### config.mk
export PLATFORM = sky130hd
export DESIGN_NAME = dmem_arbiter
export DESIGN_NICKNAME = d
export VERILOG_FILES = /design/src/rtl/dmem_arb_pkg.sv /design/src/rtl/dmem_arb_pick.sv /design/src/rtl/dmem_arbiter.sv
export SDC_FILE = /design/constraint.sdc
export NUM_CORES = 1
export LEC_CHECK = 0
export CORE_AREA = 2 2 118 120
export DETAILED_ROUTE_END_ITERATION = 10
export DIE_AREA = 0 0 120 122
export PLACE_DENSITY = 0.84
export REMOVE_ABC_BUFFERS = 1
export SKIP_LAST_GASP = 1
export SYNTH_ARGS = -nofsm -noshare
export SYNTH_HDL_FRONTEND = slang
export SYNTH_HIERARCHICAL = 1
export SYNTH_SLANG_ARGS = --single-unit
### constraint.sdc
create_clock -name clk -period 2.4 [get_ports clk]
set_clock_uncertainty 0.05 [all_clocks]
set_input_delay 0.24 -clock clk [delete_from_list [all_inputs] [get_ports clk]]
set_output_delay 0.24 -clock clk [all_outputs]
set_load 0.01 [all_outputs]
### src/rtl/dmem_arb_pkg.sv
// Shared types and default widths for the two-port data-memory arbiter.
package dmem_arb_pkg;

    localparam int DEF_ADDR_W = 32;
    localparam int DEF_DATA_W = 32;

    typedef enum logic [1:0] {
        IDLE = 2'd0,
        OWN0 = 2'd1,
        OWN1 = 2'd2
    } arb_state_t;

    typedef enum logic {
        PORT0 = 1'b0,
        PORT1 = 1'b1
    } port_id_t;

endpackage

### src/rtl/dmem_arb_pick.sv
// Two-input priority pick: a lone requester wins, a tie goes to the port named by ptr.
module dmem_arb_pick
    import dmem_arb_pkg::*;
(
    input  logic       req0,
    input  logic       req1,
    input  port_id_t   ptr,
    output logic [1:0] gnt
);

    always_comb begin
        gnt = 2'b00;
        if (req0 && req1) begin
            gnt = (ptr == PORT1) ? 2'b10 : 2'b01;
        end else begin
            gnt = {req1, req0};
        end
    end

endmodule

### src/rtl/dmem_arbiter.sv
// Two-port data-memory arbiter with lockable ownership and registered read responses.
// Define DMEM_ARB_RR_EN for round-robin arbitration; otherwise port 0 has fixed priority.
module dmem_arbiter
    import dmem_arb_pkg::*;
#(
    parameter int ADDR_W = DEF_ADDR_W,
    parameter int DATA_W = DEF_DATA_W
) (
    input  logic              clk,
    input  logic              rst,

    input  logic              req0,
    input  logic              we0,
    input  logic              lock0,
    input  logic [ADDR_W-1:0] addr0,
    input  logic [DATA_W-1:0] wdata0,
    output logic              gnt0,
    output logic              rvalid0,
    output logic [DATA_W-1:0] rdata0,

    input  logic              req1,
    input  logic              we1,
    input  logic              lock1,
    input  logic [ADDR_W-1:0] addr1,
    input  logic [DATA_W-1:0] wdata1,
    output logic              gnt1,
    output logic              rvalid1,
    output logic [DATA_W-1:0] rdata1,

    output logic              mem_read,
    output logic              mem_write,
    output logic [ADDR_W-1:0] mem_addr,
    output logic [DATA_W-1:0] mem_wdata,
    input  logic [DATA_W-1:0] mem_rdata
);

    arb_state_t        state;
    arb_state_t        state_nxt;
    port_id_t          pick_ptr;
    logic [1:0]        pick_gnt;

    logic              vld0_p1;
    logic              vld1_p1;
    logic [DATA_W-1:0] rdata0_p1;
    logic [DATA_W-1:0] rdata1_p1;

`ifdef DMEM_ARB_RR_EN
    port_id_t ptr_q;
    port_id_t ptr_nxt;

    // Only IDLE grants rotate the pointer; owned bursts leave it untouched.
    always_comb begin
        ptr_nxt = ptr_q;
        if (state == IDLE) begin
            if (gnt0) begin
                ptr_nxt = PORT1;
            end else if (gnt1) begin
                ptr_nxt = PORT0;
            end
        end
    end

    always_ff @(posedge clk) begin
        if (rst) begin
            ptr_q <= PORT0;
        end else begin
            ptr_q <= ptr_nxt;
        end
    end

    assign pick_ptr = ptr_q;
`else
    assign pick_ptr = PORT0;
`endif

    dmem_arb_pick u_pick (
        .req0 (req0),
        .req1 (req1),
        .ptr  (pick_ptr),
        .gnt  (pick_gnt)
    );

    always_ff @(posedge clk) begin
        if (rst) begin
            state <= IDLE;
        end else begin
            state <= state_nxt;
        end
    end

    always_comb begin
        state_nxt = state;
        gnt0      = 1'b0;
        gnt1      = 1'b0;
        if (!rst) begin
            case (state)
                IDLE: begin
                    gnt0 = pick_gnt[0];
                    gnt1 = pick_gnt[1];
                    if (gnt0 && lock0) begin
                        state_nxt = OWN0;
                    end else if (gnt1 && lock1) begin
                        state_nxt = OWN1;
                    end
                end
                OWN0: begin
                    gnt0 = req0;
                    if (!lock0 || !req0) begin
                        state_nxt = IDLE;
                    end
                end
                OWN1: begin
                    gnt1 = req1;
                    if (!lock1 || !req1) begin
                        state_nxt = IDLE;
                    end
                end
                default: state_nxt = IDLE;
            endcase
        end
    end

    always_comb begin
        mem_read  = 1'b0;
        mem_write = 1'b0;
        mem_addr  = '0;
        mem_wdata = '0;
        if (gnt0) begin
            mem_read  = ~we0;
            mem_write = we0;
            mem_addr  = addr0;
            mem_wdata = wdata0;
        end else if (gnt1) begin
            mem_read  = ~we1;
            mem_write = we1;
            mem_addr  = addr1;
            mem_wdata = wdata1;
        end
    end

    // ---- stage p1: read response captured at the grant edge ----
    always_ff @(posedge clk) begin
        if (rst) begin
            vld0_p1   <= 1'b0;
            vld1_p1   <= 1'b0;
            rdata0_p1 <= '0;
            rdata1_p1 <= '0;
        end else begin
            vld0_p1 <= gnt0 & ~we0;
            vld1_p1 <= gnt1 & ~we1;
            if (gnt0 && !we0) begin
                rdata0_p1 <= mem_rdata;
            end
            if (gnt1 && !we1) begin
                rdata1_p1 <= mem_rdata;
            end
        end
    end

    // A response already registered when rst rises is hidden, not delivered.
    assign rvalid0 = vld0_p1 & ~rst;
    assign rvalid1 = vld1_p1 & ~rst;
    assign rdata0  = rst ? '0 : rdata0_p1;
    assign rdata1  = rst ? '0 : rdata1_p1;

endmodule
==> results by group <==
Timing
  • Hold WS: 141 ps
  • Slew Limit Fails: 0
  • RSZ-0062 raised after global routing: true
  • Setup violators final: 0
  • Tcrit/Tclk final: 99.5%
  • Final Hold Vio Count: 0
  • Highest Clock Rate: 0.419 GHz
  • Final Critical Period: 2390 ps

Setup path
  • CP Capture Type: primary output
  • CP required: 2110 ps
  • Worst Setup Start Kind: input pin
  • Worst Reg-to-Reg Cells: 6
  • RR Startpoint: state[1]
  • CP Max Fanout: 12
  • Arrival @ worst endpoint: 2100 ps
  • Reg-to-reg critical path endpoint: rdata1_p1[15]
  • Reg-to-reg setup timing slack: 360 ps
  • Worst Setup Path Type: input pin to primary output

Detailed routing
  • DRT antenna net count: 0
  • Total Wirelength: 16,100 µm
  • Vias per cell: 5.10
  • Via count: 4,465
  • Drt wl/cell: 18.4 µm
  • DRC: 0
  • Drt pass-1 iters: 4
  • 1st-iter DRT viols: 261

Yosys
  • Commonest cells in the netlist: dfxtp_1 (68), nor2b_1 (67), nor4b_1 (66), a31o_2 (65), mux2_2 (62)
  • Ys async rst share: 0%
  • Post-Syn Area per Cell: 10.0 µm²
  • Synth cell types: 23
  • Synth top area cells: dfxtp_1 (34%), mux2_2 (17%), nor4b_1 (14%)
  • Yosys warnings: 6
  • Cells after Synth: 398
  • Post-Syn Area: 3990 µm²
  • Synthesis-stage register bit count: 68
  • Number of synthesized flops with an enable pin: 0
  • Top-count cell post-synth: dfxtp_1
  • Ys flop type: dfxtp_1
  • Synth area leader: dfxtp_1
  • Synth top area share: 34.1%
  • Seq/Total Area, Yosys: 34.1%

Power
  • LEAKAGE: 3.01 nW
  • P_int: 2.67 mW
  • Logic gate share of total power: 29.0%
  • Clock Power Share: 37.0%
  • Peak supply drop: 0.000513 V
  • Switching fraction of total power: 24.7%
  • Power per cell area: 470 nW/µm²
  • Final Power: 3.54 mW
  • Reg power frac: 34.0%
  • P_sw: 0.875 mW

Placement
  • Gpl congestion: 0.796
  • I/O Buffers: 301
  • Hpwl dp: 11,200 µm

Clock network
  • Clock buffer count from CTS: 9
  • CTS clk-pin slew, worst paths: 50 ps
  • Clock tree root buffer cell: clkbuf_16
  • CTS tree: built
  • Clock sinks: 68
  • Worst skew pair latency: 320 ps
  • H-tree depth: 3
  • CTS Hold Bufs: 0
  • CTS max path bufs: 2

Die
  • Die Ht: 122 µm
  • Initial Utilization: 29.5%
  • Full die area: 14,600 µm²
  • CORE AREA: 13,500 µm²
  • I/O pin cnt: 302
  • # rows: 43
  • Die width: 120 µm

Global route
  • Largest net degree at the start of global routing: 64
  • Vias in the first global route: 4,640
  • GR Util All Layers: 20.7%
  • Initial antenna violation count: 0
  • Remaining Overflow, GRT: 0
  • First-pass GRT wire length: 23,900 µm

Job
  • Max Cap Violations: 0

Layout
  • Share of cells above drive strength 1: 34.8%
  • Final net count: 858
  • # diodes: 0
  • P&R area growth vs syn: 88.8%

Hold path
  • HP Class: input pin to register
  • Min-Delay Endpoint: state[1]
  • Hold depth: 2
  • Hold path startpoint: rst

Status
  • Status: finished clean
-- layout make-up --
cell class / count / area [µm²]
clock buffer: 12 / 256
inverter: 2 / 7.51
multi-input combinational: 277 / 2480
tap: 180 / 225
fill: 1177 / 5970
timing repair buffer: 332 / 3150
sequential: 68 / 1370
clock inverter: 4 / 47.5
-- logic make-up (layout without fill, tap and decap cells) --
kind of cell	after synthesis	count (layout)	share of synthesized area, %
flip-flops	68	68	34.1
AND/OR/NAND/NOR	140	140	26.2
buffers and inverters	54	350	5.99
other	1	2	0.0940
multiplexers	66	66	18.6
AO/OA/AOI/OAI	69	69	15.1
-- routing by layer --
layer	global-route usage, %	wire length (µm)	part of all wire, %	up-vias
met5	0	0	0	-
met4	8.68	477	3.0	0
met3	8.01	1610	10	33
met2	37.4	8110	50	210
met1	21.3	5860	37	2139
li1	-	-	-	2083
-- critical path: stages --
cell	delay, ps
clkdlybuf4s50_1	490
a21boi_4	220
mux2i_4	100
nor3_2	150
buf_6	140
buf_12	90
bufbuf_16	260
a31o_2	150
clkdlybuf4s15_1	260
-- per-stage QoR --
step	TNS (ps)	area (µm²)	instances	setup WS, ps	utilization (%)
detailed placement	-29280	7220	846	-397	53.5
floorplan	-371500	3760	347	-3600	-
CTS	-132	7780	876	-33.6	57.6
finish	0	7530	875	12.9	55.8
global route	-69.8	7530	875	-69.8	55.8
global placement	-24570	7220	846	-379	53.5
-- power groups by stage --
stage	sequential [mW]	clock, mW	combinational (mW)
2_1_floorplan	1.23	0	0.367
3_3_place_gp	1.23	0	1.00
3_5_place_dp	1.23	0	1.03
4_1_cts	1.20	1.35	1.06
5_1_grt	1.21	1.40	1.10
6_report	1.20	1.31	1.03
-- worst max-delay path by stage --
stage               startpoint            end  slack (ps)
detailed placement        req0      mem_write        -400
CTS                       req1      mem_write         -30
finish                    req1      mem_write          10
floorplan             state[1]    mem_addr[0]       -3600
global placement          req0  mem_wdata[31]        -380
global route              req1      mem_write         -70
-- what timing repair did --
action                                  4_1_cts  5_1_grt
resized for setup                           111       89
endpoints found under the setup margin       68       65
gates cloned                                  4        0
buffers inserted                             10        0
pin swaps                                     1        1
-- registers in the layout (all words and copies together), names as in the netlist --
signal	count
rdata0_p1	32
rdata1_p1	32
state	2
vld0_p1	1
vld1_p1	1
-- cells in the final DEF, fill, tap and decap left out, drive strengths merged, types with 2 or more instances in the layout --
cell type      synthesis  final
clkdlybuf4s50          0    232
dfxtp                 68     68
nor2b                 67     67
nor4b                 66     66
a31o                  65     65
clkbuf                33     65
mux2                  64     64
buf                   19     30
dlygate4sd2            0     11
clkdlybuf4s15          0      4
mux2i                  2      2
inv                    2      2
clkinv                 0      2
bufbuf                 0      2
a21boi                 2      2
conb                   1      2
Power figures use the tool's default switching activity.
